File: src/rtl/updown_counter_fsm_pkg.sv
// Shared definitions for the up/down counter block.
// Holds the direction and run-state encodings and the limit-policy selectors.
package updown_counter_fsm_pkg;

    // Direction of travel. UP steps toward MAX_VAL, DOWN steps toward MIN_VAL.
    typedef enum logic {
        UP   = 1'b0,
        DOWN = 1'b1
    } dir_e;

    // Run state. PAUSED ignores ticks, RUNNING steps on every tick.
    typedef enum logic {
        PAUSED  = 1'b0,
        RUNNING = 1'b1
    } run_e;

    // Limit policy selectors for the MODE parameter.
    localparam int MODE_WRAP   = 0;
    localparam int MODE_SAT    = 1;
    localparam int MODE_BOUNCE = 2;

endpackage

File: src/rtl/updown_counter_fsm_dir_state_fsm.sv
// Direction state machine (UP/DOWN) for the up/down counter.
// Ports:
//   clk, rst      - clock, asynchronous active-low reset
//   increase_i    - one-cycle request for UP
//   decrease_i    - one-cycle request for DOWN
//   auto_flip_i   - reverse direction (bounce at a limit); a user request wins
//   dir_o         - registered direction, 0 = UP, 1 = DOWN
module dir_state_fsm
    import updown_counter_fsm_pkg::*;
(
    input  logic clk,
    input  logic rst,
    input  logic increase_i,
    input  logic decrease_i,
    input  logic auto_flip_i,
    output logic dir_o
);

    dir_e dir_q;
    dir_e dir_d;

    // Direction register
    always_ff @(posedge clk or negedge rst) begin
        if (!rst) begin
            dir_q <= UP;
        end else begin
            dir_q <= dir_d;
        end
    end

    // Next direction: a single user request decides, both together hold,
    // otherwise a bounce flip applies.
    always_comb begin
        dir_d = dir_q;
        if (increase_i && !decrease_i) begin
            dir_d = UP;
        end else if (decrease_i && !increase_i) begin
            dir_d = DOWN;
        end else if (increase_i && decrease_i) begin
            dir_d = dir_q;
        end else if (auto_flip_i) begin
            dir_d = (dir_q == UP) ? DOWN : UP;
        end else begin
            dir_d = dir_q;
        end
    end

    assign dir_o = dir_q;

endmodule

File: src/rtl/updown_counter_fsm.sv
// Bounded up/down counter with direction FSM, run/pause FSM and limit event.
// Ports:
//   clk, rst            - clock, asynchronous active-low reset
//   increase_processed  - pulse, request direction UP
//   decrease_processed  - pulse, request direction DOWN
//   pause_processed     - pulse, toggle RUNNING/PAUSED
//   clear_processed     - pulse, force count to MIN_VAL (beats tick)
//   tick                - step enable
//   dir                 - registered direction (0 = UP, 1 = DOWN)
//   running             - registered run state (1 = RUNNING)
//   count               - registered count value
//   limit_hit           - one-cycle pulse after a step attempted at the limit
module updown_counter_fsm
    import updown_counter_fsm_pkg::*;
#(
    parameter int WIDTH   = 4,
    parameter int MIN_VAL = 0,
    parameter int MAX_VAL = 9,
    parameter int MODE    = 0
) (
    input  logic             clk,
    input  logic             rst,
    input  logic             increase_processed,
    input  logic             decrease_processed,
    input  logic             pause_processed,
    input  logic             clear_processed,
    input  logic             tick,
    output logic             dir,
    output logic             running,
    output logic [WIDTH-1:0] count,
    output logic             limit_hit
);

    localparam logic [WIDTH-1:0] MIN_C = WIDTH'(MIN_VAL);
    localparam logic [WIDTH-1:0] MAX_C = WIDTH'(MAX_VAL);
    localparam logic [WIDTH-1:0] ONE_C = WIDTH'(1);

    run_e             run_q;
    run_e             run_d;
    logic [WIDTH-1:0] count_q;
    logic [WIDTH-1:0] count_d;
    logic             limit_hit_q;
    logic             limit_hit_d;
    logic             dir_s;
    logic             step_s;
    logic             at_limit_s;
    logic             auto_flip_s;

    dir_state_fsm u_dir (
        .clk         (clk),
        .rst         (rst),
        .increase_i  (increase_processed),
        .decrease_i  (decrease_processed),
        .auto_flip_i (auto_flip_s),
        .dir_o       (dir_s)
    );

    // Run state, count and limit event registers
    always_ff @(posedge clk or negedge rst) begin
        if (!rst) begin
            run_q       <= PAUSED;
            count_q     <= MIN_C;
            limit_hit_q <= 1'b0;
        end else begin
            run_q       <= run_d;
            count_q     <= count_d;
            limit_hit_q <= limit_hit_d;
        end
    end

    // Run toggle, step decision and count datapath; the limit is checked
    // before adding so the count never leaves [MIN_VAL, MAX_VAL].
    always_comb begin
        run_d       = run_q;
        count_d     = count_q;
        limit_hit_d = 1'b0;
        auto_flip_s = 1'b0;
        step_s      = tick && (run_q == RUNNING) && !clear_processed;
        at_limit_s  = (dir_s == UP) ? (count_q == MAX_C) : (count_q == MIN_C);

        if (pause_processed) begin
            run_d = (run_q == RUNNING) ? PAUSED : RUNNING;
        end else begin
            run_d = run_q;
        end

        if (clear_processed) begin
            count_d = MIN_C;
        end else if (step_s && at_limit_s) begin
            limit_hit_d = 1'b1;
            case (MODE)
                MODE_WRAP: begin
                    count_d = (dir_s == UP) ? MIN_C : MAX_C;
                end
                MODE_SAT: begin
                    count_d = count_q;
                end
                MODE_BOUNCE: begin
                    count_d     = (dir_s == UP) ? (MAX_C - ONE_C) : (MIN_C + ONE_C);
                    auto_flip_s = 1'b1;
                end
                default: begin
                    count_d = count_q;
                end
            endcase
        end else if (step_s) begin
            count_d = (dir_s == UP) ? (count_q + ONE_C) : (count_q - ONE_C);
        end else begin
            count_d = count_q;
        end
    end

    assign dir       = dir_s;
    assign running   = run_q;
    assign count     = count_q;
    assign limit_hit = limit_hit_q;

endmodule

File: config.mk
export PLATFORM = sky130hd
export DESIGN_NAME = updown_counter_fsm
export DESIGN_NICKNAME = d
export VERILOG_FILES = /design/src/rtl/updown_counter_fsm_pkg.sv /design/src/rtl/updown_counter_fsm_dir_state_fsm.sv /design/src/rtl/updown_counter_fsm.sv
export SDC_FILE = /design/constraint.sdc
export NUM_CORES = 1
export LEC_CHECK = 0
export ABC_AREA = 0
export CORE_AREA = 5 5 42 44
export DETAILED_ROUTE_END_ITERATION = 8
export DIE_AREA = 0 0 47 49
export GPL_ROUTABILITY_DRIVEN = 0
export PLACE_DENSITY = 0.56
export SYNTH_ARGS = -nofsm -noshare
export SYNTH_HDL_FRONTEND = slang
export SYNTH_SLANG_ARGS = --single-unit
export TNS_END_PERCENT = 50
File: constraint.sdc
create_clock -name clk -period 3.1 [get_ports clk]
set_input_delay 0.31 -clock clk [delete_from_list [all_inputs] [get_ports clk]]
set_output_delay 0.31 -clock clk [all_outputs]
set_load 0.1 [all_outputs]
==> out/qor.log, run 1 <==
INFO  placement      port-buffer-count=13
INFO  worst_setup_path critPathRequiredTime=2.79ns
INFO  finish         antennaDiodeCount=0
INFO  cts            cts_htree_levels=1
INFO  sta            maxSlewHeadroom=0.356
INFO  cts            worst_setup_hold_path_clk_slew=0.06ns
INFO  sta            setup-tns-final=0ns
INFO  cts            cts.repair.resized=0
INFO  worst_setup_path reg2reg_setup_slack=1.43ns
INFO  drt            drt_first_pass_iters=4
INFO  pwr            p_switching=361uW
INFO  sta            timing_max_transition_violations_final=0
INFO  drt            highest-signal-layer=met4
INFO  cts            tritoncts=done
INFO  sta            report.final.setup_viol=0
INFO  drt            routed_len_inst=14.4um
INFO  cts            cts_sink_cnt=7
INFO  floorplan      io-pin-count=14
INFO  cts            numCtsBuffers=3
INFO  global_route   antenna_violations_before_repair=0
INFO  pwr            p_int=278uW
INFO  synth          postSynthCellCount=44
INFO  floorplan      floorplan.initialDensity=0.315
INFO  pwr            max-vdd-ir-drop=0.379mV
INFO  pwr            fraction_of_power_spent_switching_nets=0.565
INFO  pwr            share_seq_of_total_power=0.256
INFO  worst_setup_path cpPeakStageDelay=1.15ns
INFO  sta            fmax=477MHz
INFO  worst_setup_path critPathCaptureType=output port
INFO  worst_setup_path timing_worst_setup_path_type=flip-flop to output port
INFO  min_path       worst_hold_path_type=primary input to async pin
INFO  drt            wl_met3=59um
INFO  cts            clock_latency=0.26ns
INFO  global_route   pin_count_of_the_biggest_net_entering_global_routing=11
INFO  sta            layout_min_cycle_time=2.10ns
INFO  run_status     status=completed
INFO  synth          synth.top_cells.by_area=sky130_fd_sc_hd__dfrtp_1 (40%), sky130_fd_sc_hd__ha_1 (8.5%), sky130_fd_sc_hd__fa_1 (4.5%), sky130_fd_sc_hd__xor2_1 (4.0%), sky130_fd_sc_hd__a21oi_1 (3.4%)
INFO  drt            detail-route-antenna-nets=0
INFO  drt            routed-wl-met2=524um
INFO  drt            avgViaCountPerCell=5.35
INFO  cts            ctsRootBufferMaster=sky130_fd_sc_hd__clkbuf_4
INFO  placement      detailed_place.area=579um2
INFO  sta            fin_crit_sh=0.676
INFO  cts            holdBufCountCts=0
INFO  cts            cts_setup_buffers=0
INFO  drt            detail_route.wirelength.met1=509um
INFO  synth          syn-num-nets=55
INFO  global_route   globalRouteTotalUtil=0.111
INFO  pwr            p_leak=0.273nW
INFO  pwr            cellPowerDensity=1060nW/um2
INFO  sta            worst-slew-pin-transition=0.963ns
INFO  drt            drt_drc_violations_left=0
INFO  worst_setup_path critical-path-top-delay-family=buffers and inverters
INFO  floorplan      die_area=2300um2
INFO  worst_setup_path crit_path_cell_trace=clkdlybuf4s50_1
INFO  cts            cts_buffer_depth=2
INFO  synth          yosys.area.top_type_share=0.397
INFO  global_route   global_route.overflow_total=0
INFO  synth          ys.warnings.count=0
INFO  sta            rsz0062_at_grt=no
INFO  finish         post-route-cell-area=606um2
INFO  global_route   grt_pass1_wl=1.77mm
INFO  global_route   vias_in_the_first_global_route=392
INFO  sta            timing.clock.skew=0.00432ns
INFO  sta            finalHoldWorstSlack=0.328ns
INFO  floorplan      core=1400um2
INFO  sta            report.final.hold_viol_count=0
INFO  placement      place_hpwl=792um
INFO  synth          syn-mean-instance-area=10.0um2
INFO  job            drv_cap=0
INFO  synth          synth.lib_cells_used.distinct=25
INFO  synth          yosysTopAreaCell=sky130_fd_sc_hd__dfrtp_1
INFO  worst_setup_path timing.critical_path.arrival=1.79ns
INFO  pwr            clk_network_pwr_share=0.139
INFO  drt            num_vias=412
INFO  finish         flow.area_growth_from_synthesis=37.1%
INFO  synth          synth-seq-area-share=0.397
INFO  worst_setup_path critPathLaunchType=flip-flop
INFO  worst_setup_path critPathBufInv=1
INFO  floorplan      fp.dieW=47um
INFO  synth          postSynthRegisterBits=7
INFO  floorplan      die_height=49um
INFO  finish         layout-drive-gt1-share=0.197
INFO  worst_setup_path slowest_stage=sky130_fd_sc_hd__clkdlybuf4s50_1
INFO  floorplan      placement_rows=14
INFO  pwr            power.share.combinational=0.605
INFO  worst_setup_path cp_max_fo=4
INFO  synth          post_synth_instance_area=442um2
INFO  finish         fin_nets=73
INFO  drt            drt-initial-drc-count=2
INFO  drt            drt_wl_total=1.11mm
metal layers:
layer / track usage / vias up
met5: 0 / -
met4: 0.0829 / 0
met3: 0.0295 / 2
met2: 0.165 / 9
met1: 0.128 / 203
li1: - / 198
path summary, 6_finish.rpt:
path | from | to | cells past startpoint
max in group asynchronous | rst | count[0]$_DFFE_PN0P_ | 1
worst min register to register | running$_DFFE_PN0P_ | running$_DFFE_PN0P_ | 1
worst max register to register | u_dir.dir_o$_DFFE_PN0P_ | count[3]$_DFFE_PN0P_ | 5
min in group clk | running$_DFFE_PN0P_ | running$_DFFE_PN0P_ | 1
worst max-delay path | count[2]$_DFFE_PN0P_ | count[2] | 1
worst min-delay path | rst | count[1]$_DFFE_PN0P_ | 1
cell families (layout without fill, tap and decap cells):
group	count (synthesis)	after routing	synth area share
DFF	7	7	0.397
adders and majority gates	4	4	0.130
buffers and inverters	2	19	0.0170
xor gates and xnor gates	3	3	0.0595
AOI/OAI and AO/OA	12	12	0.193
and+or+nand+nor	16	16	0.204
cells in the final DEF (no fill, tap or decap), drive strengths merged, types with 3 or more instances in the layout:
| master | instances |
|---|---|
| clkdlybuf4s50 | 8 |
| dfrtp | 7 |
| ha | 3 |
| a21oi | 3 |
| buf | 5 |
| clkbuf | 4 |
| nor2 | 4 |
| nand2 | 4 |
cell usage after synthesis:
cell and n:
sky130_fd_sc_hd__dfrtp_1 7, sky130_fd_sc_hd__ha_1 3, sky130_fd_sc_hd__nand3_1 2, sky130_fd_sc_hd__and3b_1 1, sky130_fd_sc_hd__o21ai_0 1, sky130_fd_sc_hd__a21boi_0 1, sky130_fd_sc_hd__o31a_1 1, sky130_fd_sc_hd__a31oi_1 1
sky130_fd_sc_hd__a32o_1 1, sky130_fd_sc_hd__a2bb2oi_1 1, sky130_fd_sc_hd__nor2_1 4, sky130_fd_sc_hd__nor3_1 1, sky130_fd_sc_hd__a22oi_1 1, sky130_fd_sc_hd__o211ai_1 1, sky130_fd_sc_hd__a21oi_1 3, sky130_fd_sc_hd__nand2_1 4
sky130_fd_sc_hd__xor2_1 2, sky130_fd_sc_hd__xnor2_1 1, sky130_fd_sc_hd__fa_1 1, sky130_fd_sc_hd__and3_2 1, sky130_fd_sc_hd__nor3b_2 1, sky130_fd_sc_hd__and3b_2 1, sky130_fd_sc_hd__inv_1 2, sky130_fd_sc_hd__o21ai_2 1
sky130_fd_sc_hd__nand4_1 1
layout make-up:
cell class	count	area, um2
sequential	7	175
fill	142	796
inverter	2	7.51
multi-input combinational	35	259
timing repair buffer	13	118
tap	16	20.0
clock buffer	4	26.3
power groups by stage:
stage	clock (mW)	sequential [mW]	combinational, mW
after floorplan	0	0.340	0.122
after global placement	0	0.163	0.387
after detailed placement	0	0.165	0.386
after CTS	0.0929	0.164	0.388
after global routing	0.0971	0.169	0.408
final	0.0886	0.164	0.387
sequential cells by signal, indices dropped and copies added (netlist names):
signal       count
u_dir.dir_o      1
count            4
running          1
limit_hit        1
metrics by stage:
stage | worst slack (ns) | cells | total power [mW] | utilization
2_1_floorplan | 0.972 | 44 | 0.462 | -
3_3_place_gp | 1.29 | 73 | 0.550 | 0.413
3_5_place_dp | 1.28 | 73 | 0.551 | 0.413
4_1_cts | 0.989 | 77 | 0.645 | 0.432
5_1_grt | 0.948 | 77 | 0.675 | 0.432
6_report | 1.00 | 77 | 0.639 | 0.432
No activity file was read; power rests on OpenSTA's default activity.
==> run 2: changes to the inputs <==
==> constraint.sdc (replaced) <==
create_clock -name clk -period 2.1 [get_ports clk]
set_input_delay 0.21 -clock clk [delete_from_list [all_inputs] [get_ports clk]]
set_output_delay 0.21 -clock clk [all_outputs]
set_load 0.1 [all_outputs]
==> run 2 against run 1 <==
Effect of this change:
- die area stayed put
- first-iteration DRC count grew to 4.5 times the previous value
- non-clock buffer count stayed put
- clock power is 37% higher
- largest power group unchanged
- sequential share of layout area is 0.39 points higher
- total power is 45% higher
- wire length is 12% lower
==> out/qor.log, run 2 (synthesis gave the netlist of run 1 again) <==
INFO  run_status     status=completed
INFO  finish         leading_cell_type_in_the_layout_fill_and_taps_excluded=sky130_fd_sc_hd__buf_4
INFO  floorplan      fp.dieW=47um [unchanged]
INFO  sta            rsz0062_at_grt=no
INFO  drt            routed_len_inst=12.6um [-12%]
INFO  worst_setup_path critical-path-top-delay-family=compound AO/OA/AOI/OAI gates
INFO  drt            detail-route-antenna-nets=0 [unchanged]
INFO  floorplan      io-pin-count=14 [unchanged]
INFO  worst_setup_path cpPeakStageDelay=0.47ns [-0.68 ns]
INFO  floorplan      die_area=2300um2 [unchanged]
INFO  global_route   global_route.overflow_total=0 [unchanged]
INFO  sta            worst-slew-pin-transition=0.338ns [-0.625 ns]
INFO  cts            worst_setup_hold_path_clk_slew=0.05ns [about the same]
INFO  worst_setup_path critPathCaptureType=flip-flop
INFO  finish         layout-drive-gt1-share=0.246 [+0.0492]
INFO  sta            layout_min_cycle_time=1.58ns
INFO  sta            report.final.hold_viol_count=0 [unchanged]
INFO  worst_setup_path critPathLaunchType=flip-flop
INFO  cts            numCtsBuffers=3 [unchanged]
INFO  drt            drt_first_pass_iters=4 [unchanged]
INFO  drt            drt_wl_total=974um [-12%]
INFO  worst_setup_path worst-path-stages=5 [+4]
INFO  worst_setup_path slowest_stage=sky130_fd_sc_hd__dfrtp_2
INFO  cts            clock_latency=0.25ns [about the same]
INFO  pwr            p_leak=0.276nW [+1.1%]
INFO  worst_setup_path critPathRequiredTime=2.22ns [-0.57 ns]
INFO  sta            timing_max_transition_violations_final=0 [unchanged]
INFO  worst_setup_path timing.critical_path.arrival=1.70ns [-0.09 ns]
INFO  cts            cts_htree_levels=1 [unchanged]
INFO  sta            fmax=634MHz
INFO  finish         fin_nets=73 [unchanged]
INFO  cts            cts_sink_cnt=7 [unchanged]
INFO  cts            tritoncts=done
INFO  global_route   antenna_violations_before_repair=0 [unchanged]
INFO  sta            final_critical_path_setup_slack=0.522ns [-0.483 ns]
INFO  finish         antennaDiodeCount=0 [unchanged]
INFO  sta            setup-tns-final=0ns [unchanged]
INFO  placement      dp_slack=0.541ns [-0.736 ns]
INFO  cts            holdBufCountCts=0 [unchanged]
INFO  finish         fin_cells=77 [unchanged]
INFO  worst_setup_path r2r_end=count[3]$_DFFE_PN0P_
INFO  global_route   globalRouteTotalUtil=0.0934 [-0.0172]
INFO  sta            finalHoldWorstSlack=0.227ns [-0.101 ns]
INFO  pwr            cellPowerDensity=1540nW/um2 [+46%]
INFO  job            drv_cap=0 [unchanged]
INFO  floorplan      placement_rows=14 [unchanged]
INFO  sta            maxSlewHeadroom=0.774 [+0.418]
INFO  worst_setup_path reg2reg_setup_slack=0.52ns [-0.91 ns]
INFO  worst_setup_path rr_worst_depth=5 [unchanged]
INFO  worst_setup_path critPathBufInv=0 [-1]
INFO  finish         largest_reg_flops=4 [unchanged]
INFO  drt            drt-initial-drc-count=9 [+7]
INFO  floorplan      floorplan.initialDensity=0.315 [unchanged]
INFO  cts            cts_setup_buffers=0 [unchanged]
INFO  cts            ctsRootBufferMaster=sky130_fd_sc_hd__clkbuf_4
INFO  floorplan      die_height=49um [unchanged]
INFO  global_route   grt_pass1_wl=1.52mm [-14%]
INFO  drt            avgViaCountPerCell=5.09 [-4.9%]
INFO  finish         fin_util=0.429 [-0.00268]
INFO  sta            timing.clock.skew=0.00244ns [-0.00187 ns]
INFO  pwr            max-vdd-ir-drop=0.567mV [+50%]
INFO  cts            cts_buffer_depth=2 [unchanged]
INFO  finish         mostFrequentLayoutCells=sky130_fd_sc_hd__buf_4 (7), sky130_fd_sc_hd__dfrtp_1 (6), sky130_fd_sc_hd__clkdlybuf4s50_1 (6), sky130_fd_sc_hd__nor2_1 (4), sky130_fd_sc_hd__nand2_1 (4)
INFO  floorplan      core=1400um2 [unchanged]
INFO  global_route   vias_in_the_first_global_route=322 [-18%]
INFO  global_route   pin_count_of_the_biggest_net_entering_global_routing=11 [unchanged]
INFO  placement      port-buffer-count=13 [unchanged]
INFO  finish         final.fill_count=152 [+7.0%]
INFO  placement      detailed_place.area=576um2 [-0.65%]
INFO  min_path       worst_hold_path_type=primary input to async pin
INFO  worst_setup_path reg2reg_from=u_dir.dir_o$_DFFE_PN0P_
INFO  drt            num_vias=392 [-4.9%]
INFO  drt            drt_drc_violations_left=0 [unchanged]
INFO  worst_setup_path crit_path_cell_trace=ha_1, a21oi_1, a21boi_0, o211ai_1, a31oi_1
INFO  worst_setup_path timing_worst_setup_path_type=flip-flop to flip-flop
INFO  sta            fin_crit_sh=0.752
INFO  finish         post-route-cell-area=602um2 [-0.62%]
INFO  pwr            total_power_draw=927uW [+45%]
INFO  placement      place_hpwl=795um [+0.45%]
INFO  sta            report.final.setup_viol=0 [unchanged]
INFO  cts            cts.repair.resized=0 [unchanged]
INFO  finish         flow.area_growth_from_synthesis=36.3%
INFO  worst_setup_path cp_max_fo=10 [+6]
INFO  placement      dp_cells=73 [unchanged]
-- run 2: cell types whose count changed in the layout (fill, tap and decap cells not counted) --
| cell | previous run | this run |
|---|---|---|
| sky130_fd_sc_hd__clkdlybuf4s50_1 | 8 | 6 |
| sky130_fd_sc_hd__dfrtp_1 | 7 | 6 |
| sky130_fd_sc_hd__dfrtp_2 | 0 | 1 |
| sky130_fd_sc_hd__buf_4 | 5 | 7 |
-- run 2: routing by layer --
layer / vias up / track usage / wire (um)
met3: 0 / 0.0443 / 82
met4: 0 / 0.0415 / 0
li1: 195 / - / -
met1: 184 / 0.121 / 447
met5: - / 0 / 0
met2: 13 / 0.129 / 444
-- run 2: worst max path at each step --
stage | startpoint | slack, ns | endpoint
2_1_floorplan | count[2]$_DFFE_PN0P_ | 0.09 | count[3]$_DFFE_PN0P_
3_3_place_gp | u_dir.dir_o$_DFFE_PN0P_ | 0.58 | count[3]$_DFFE_PN0P_
3_5_place_dp | u_dir.dir_o$_DFFE_PN0P_ | 0.54 | count[3]$_DFFE_PN0P_
4_1_cts | u_dir.dir_o$_DFFE_PN0P_ | 0.52 | count[3]$_DFFE_PN0P_
5_1_grt | u_dir.dir_o$_DFFE_PN0P_ | 0.41 | count[3]$_DFFE_PN0P_
6_report | u_dir.dir_o$_DFFE_PN0P_ | 0.52 | count[3]$_DFFE_PN0P_
-- run 2: cell type report --
type	instances	area (um2)	area share
clock buffer	4	26.3	0.0437
inverter	2	7.51	0.0125
multi-input combinational	35	259	0.430
sequential	7	176	0.293
tap	16	20.0	0.0333
timing repair buffer	13	113	0.187
-- run 2: worst reg2reg max path, delay by kind of cell, from the launching register on --
family          cells  cell delay [ns]
compound gates      4             0.59
fa+ha+maj           1             0.38
flops               1             0.47
-- run 2: power breakdown --
part	total, mW	switching, mW	internal [mW]
Sequential	0.241	0.0681	0.173
Combinational	0.565	0.402	0.163
Clock	0.121	0.0489	0.0724
Total	0.927	0.519	0.409
==> run 3: changes to the inputs <==
==> constraint.sdc (replaced) <==
create_clock -name clk -period 1.5 [get_ports clk]
set_input_delay 0.15 -clock clk [delete_from_list [all_inputs] [get_ports clk]]
set_output_delay 0.15 -clock clk [all_outputs]
set_load 0.1 [all_outputs]
==> run 3 against run 2 <==
Effect of this change:
- worst setup slack got worse by 0.52 ns
- clock power increased by 40%
- clock skew increased by 0.0033 ns
- non-clock buffer count increased by 5
- clock-buffer cell count unchanged
- highest routed layer is now met4
==> out/qor.log, run 3 (synthesis gave the netlist of run 1 again) <==
INFO  floorplan      placement_rows=14 [unchanged]
INFO  global_route   vias_in_the_first_global_route=434 [+35%]
INFO  cts            ctsRootBufferMaster=sky130_fd_sc_hd__clkbuf_4
INFO  drt            drt-initial-drc-count=5 [-4]
INFO  drt            drt_wl_total=1.09mm [+12%]
INFO  run_status     status=completed
INFO  sta            report.final.hold_viol_count=0 [unchanged]
INFO  global_route   pin_count_of_the_biggest_net_entering_global_routing=9 [-2]
INFO  cts            worst_setup_hold_path_clk_slew=0.05ns [about the same]
INFO  placement      port-buffer-count=13 [unchanged]
INFO  drt            detail-route-antenna-nets=0 [unchanged]
INFO  sta            setup-tns-final=0ns [unchanged]
INFO  pwr            max-vdd-ir-drop=0.824mV [+45%]
INFO  floorplan      io-pin-count=14 [unchanged]
INFO  floorplan      die_area=2300um2 [unchanged]
INFO  worst_setup_path r2r_end=count[3]$_DFFE_PN0P_
INFO  worst_setup_path crit_path_cell_trace=ha_4, nand3_2, and3_4, o211ai_1, a31oi_1
INFO  sta            fmax=668MHz [+5.5%]
INFO  worst_setup_path reg2reg_setup_slack=0.003ns [-0.52 ns]
INFO  global_route   global_route.overflow_total=0 [unchanged]
INFO  drt            avgViaCountPerCell=5.09 [-0.11%]
INFO  worst_setup_path slowest_stage=sky130_fd_sc_hd__dfrtp_4
INFO  cts            cts_sink_cnt=7 [unchanged]
INFO  cts            tritoncts=done
INFO  sta            timing.clock.skew=0.00570ns [+0.00326 ns]
INFO  drt            num_vias=417 [+6.4%]
INFO  finish         mostFrequentLayoutCells=sky130_fd_sc_hd__buf_12 (7), sky130_fd_sc_hd__clkdlybuf4s50_1 (6), sky130_fd_sc_hd__buf_4 (5)
INFO  sta            layout_min_cycle_time=1.50ns [-0.0819 ns]
INFO  sta            report.final.setup_viol=0 [unchanged]
INFO  finish         fin_nets=78 [+6.8%]
INFO  drt            drt_first_pass_iters=4 [unchanged]
INFO  finish         flow.area_growth_from_synthesis=79.0%
INFO  floorplan      fp.dieW=47um [unchanged]
INFO  finish         layout-drive-gt1-share=0.470 [+0.224]
INFO  sta            maxSlewHeadroom=0.769 [-0.00518]
INFO  drt            routed_len_inst=13.3um [+5.4%]
INFO  worst_setup_path crit_path_start=u_dir.dir_o$_DFFE_PN0P_
INFO  min_path       worst_hold_path_type=primary input to async pin
INFO  pwr            p_leak=0.321nW [+16%]
INFO  floorplan      core=1400um2 [unchanged]
INFO  pwr            cellPowerDensity=2050nW/um2 [+33%]
INFO  global_route   grt_pass1_wl=1.80mm [+18%]
INFO  worst_setup_path rr_worst_depth=5 [unchanged]
INFO  worst_setup_path reg2reg_from=u_dir.dir_o$_DFFE_PN0P_
INFO  finish         fin_util=0.564 [+0.135]
INFO  worst_setup_path cpPeakStageDelay=0.53ns [+0.06 ns]
INFO  global_route   antenna_violations_before_repair=0 [unchanged]
INFO  sta            fin_crit_sh=0.998 [+0.246]
INFO  placement      place_hpwl=879um [+11%]
INFO  worst_setup_path critPathCaptureType=flip-flop
INFO  drt            drt_drc_violations_left=0 [unchanged]
INFO  cts            holdBufCountCts=0 [unchanged]
INFO  sta            rsz0062_at_grt=yes
INFO  cts            cts_buffer_depth=2 [unchanged]
INFO  global_route   globalRouteTotalUtil=0.111 [+0.0172]
INFO  cts            clock_latency=0.25ns [about the same]
INFO  finish         largest_reg_flops=4 [unchanged]
INFO  finish         leading_cell_type_in_the_layout_fill_and_taps_excluded=sky130_fd_sc_hd__buf_12
INFO  cts            numCtsBuffers=3 [unchanged]
INFO  job            drv_cap=0 [unchanged]
INFO  worst_setup_path critPathLaunchType=flip-flop
INFO  cts            cts_htree_levels=1 [unchanged]
INFO  worst_setup_path timing_worst_setup_path_type=flip-flop to flip-flop
INFO  sta            final_critical_path_setup_slack=0.00348ns [-0.518 ns]
INFO  finish         antennaDiodeCount=0 [unchanged]
INFO  worst_setup_path critPathRequiredTime=1.63ns [-0.59 ns]
INFO  floorplan      floorplan.initialDensity=0.315 [unchanged]
INFO  worst_setup_path cp_max_fo=8 [-2]
INFO  floorplan      die_height=49um [unchanged]
INFO  placement      dp_slack=-0.0219ns [-0.562 ns]
INFO  sta            worst-slew-pin-transition=0.345ns [+0.00775 ns]
INFO  sta            timing_max_transition_violations_final=0 [unchanged]
INFO  worst_setup_path timing.critical_path.arrival=1.62ns [-0.08 ns]
run 3: cell types whose count changed in the layout (fill, tap and decap cells not counted), moves of 2 or more:
cell | before | now
sky130_fd_sc_hd__buf_12 | 0 | 7
sky130_fd_sc_hd__dfrtp_4 | 0 | 4
sky130_fd_sc_hd__dfrtp_1 | 6 | 1
sky130_fd_sc_hd__ha_4 | 0 | 2
sky130_fd_sc_hd__ha_1 | 3 | 1
sky130_fd_sc_hd__buf_4 | 7 | 5
run 3: power breakdown:
part / internal [mW] / leakage, nW / switching, mW
Sequential: 0.264 / 0.0823 / 0.113
Clock: 0.101 / 0.0150 / 0.0686
Combinational: 0.456 / 0.223 / 0.614
run 3: critical path: cells and delay by family (launching register included):
kind            cells  cell delay (ns)
compound gates      2             0.25
fa+ha+maj           1             0.33
flops               1             0.53
simple gates        2             0.28
run 3: timing repair:
| item | in CTS | in global routing |
|---|---|---|
| gates resized for setup | 1 | 1 |
| buffers inserted | 0 | 1 |
| setup endpoints to repair | 1 | 2 |
| gates cloned | 0 | 0 |
| pin swaps | 0 | 1 |
run 3: routing by layer:
metal	part of all wire	global-route usage	vias to the layer above
met5	0	0	-
met4	0.020	0.0691	0
met3	0.062	0.0443	2
met2	0.51	0.174	11
met1	0.41	0.117	197
li1	-	-	207
run 3: cell type report:
| cell class | count | area, um2 |
|---|---|---|
| clock buffer | 4 | 26.3 |
| fill | 123 | 611 |
| tap | 16 | 20.0 |
| sequential | 7 | 193 |
| multi-input combinational | 35 | 307 |
| inverter | 2 | 7.51 |
| timing repair buffer | 18 | 238 |
run 3: how the worst max path moves through the flow:
stage	to	slack (ns)	depth (start not counted)
2_1_floorplan	count[3]$_DFFE_PN0P_	-0.10	5
3_3_place_gp	count[2]$_DFFE_PN0P_	0.04	5
3_5_place_dp	count[3]$_DFFE_PN0P_	-0.02	5
4_1_cts	count[2]$_DFFE_PN0P_	0.01	5
5_1_grt	count[3]$_DFFE_PN0P_	-0.06	5
6_report	count[3]$_DFFE_PN0P_	0.003	5
run 3: per-stage QoR:
stage | std cells | power (mW) | hold WS [ns] | area, um2
2_1_floorplan | 44 | 1.03 | -0.146 | 495
3_3_place_gp | 77 | 1.42 | 0.445 | 746
3_5_place_dp | 77 | 1.42 | 0.449 | 746
4_1_cts | 81 | 1.61 | 0.173 | 776
5_1_grt | 82 | 1.71 | 0.183 | 791
6_report | 82 | 1.62 | 0.169 | 791
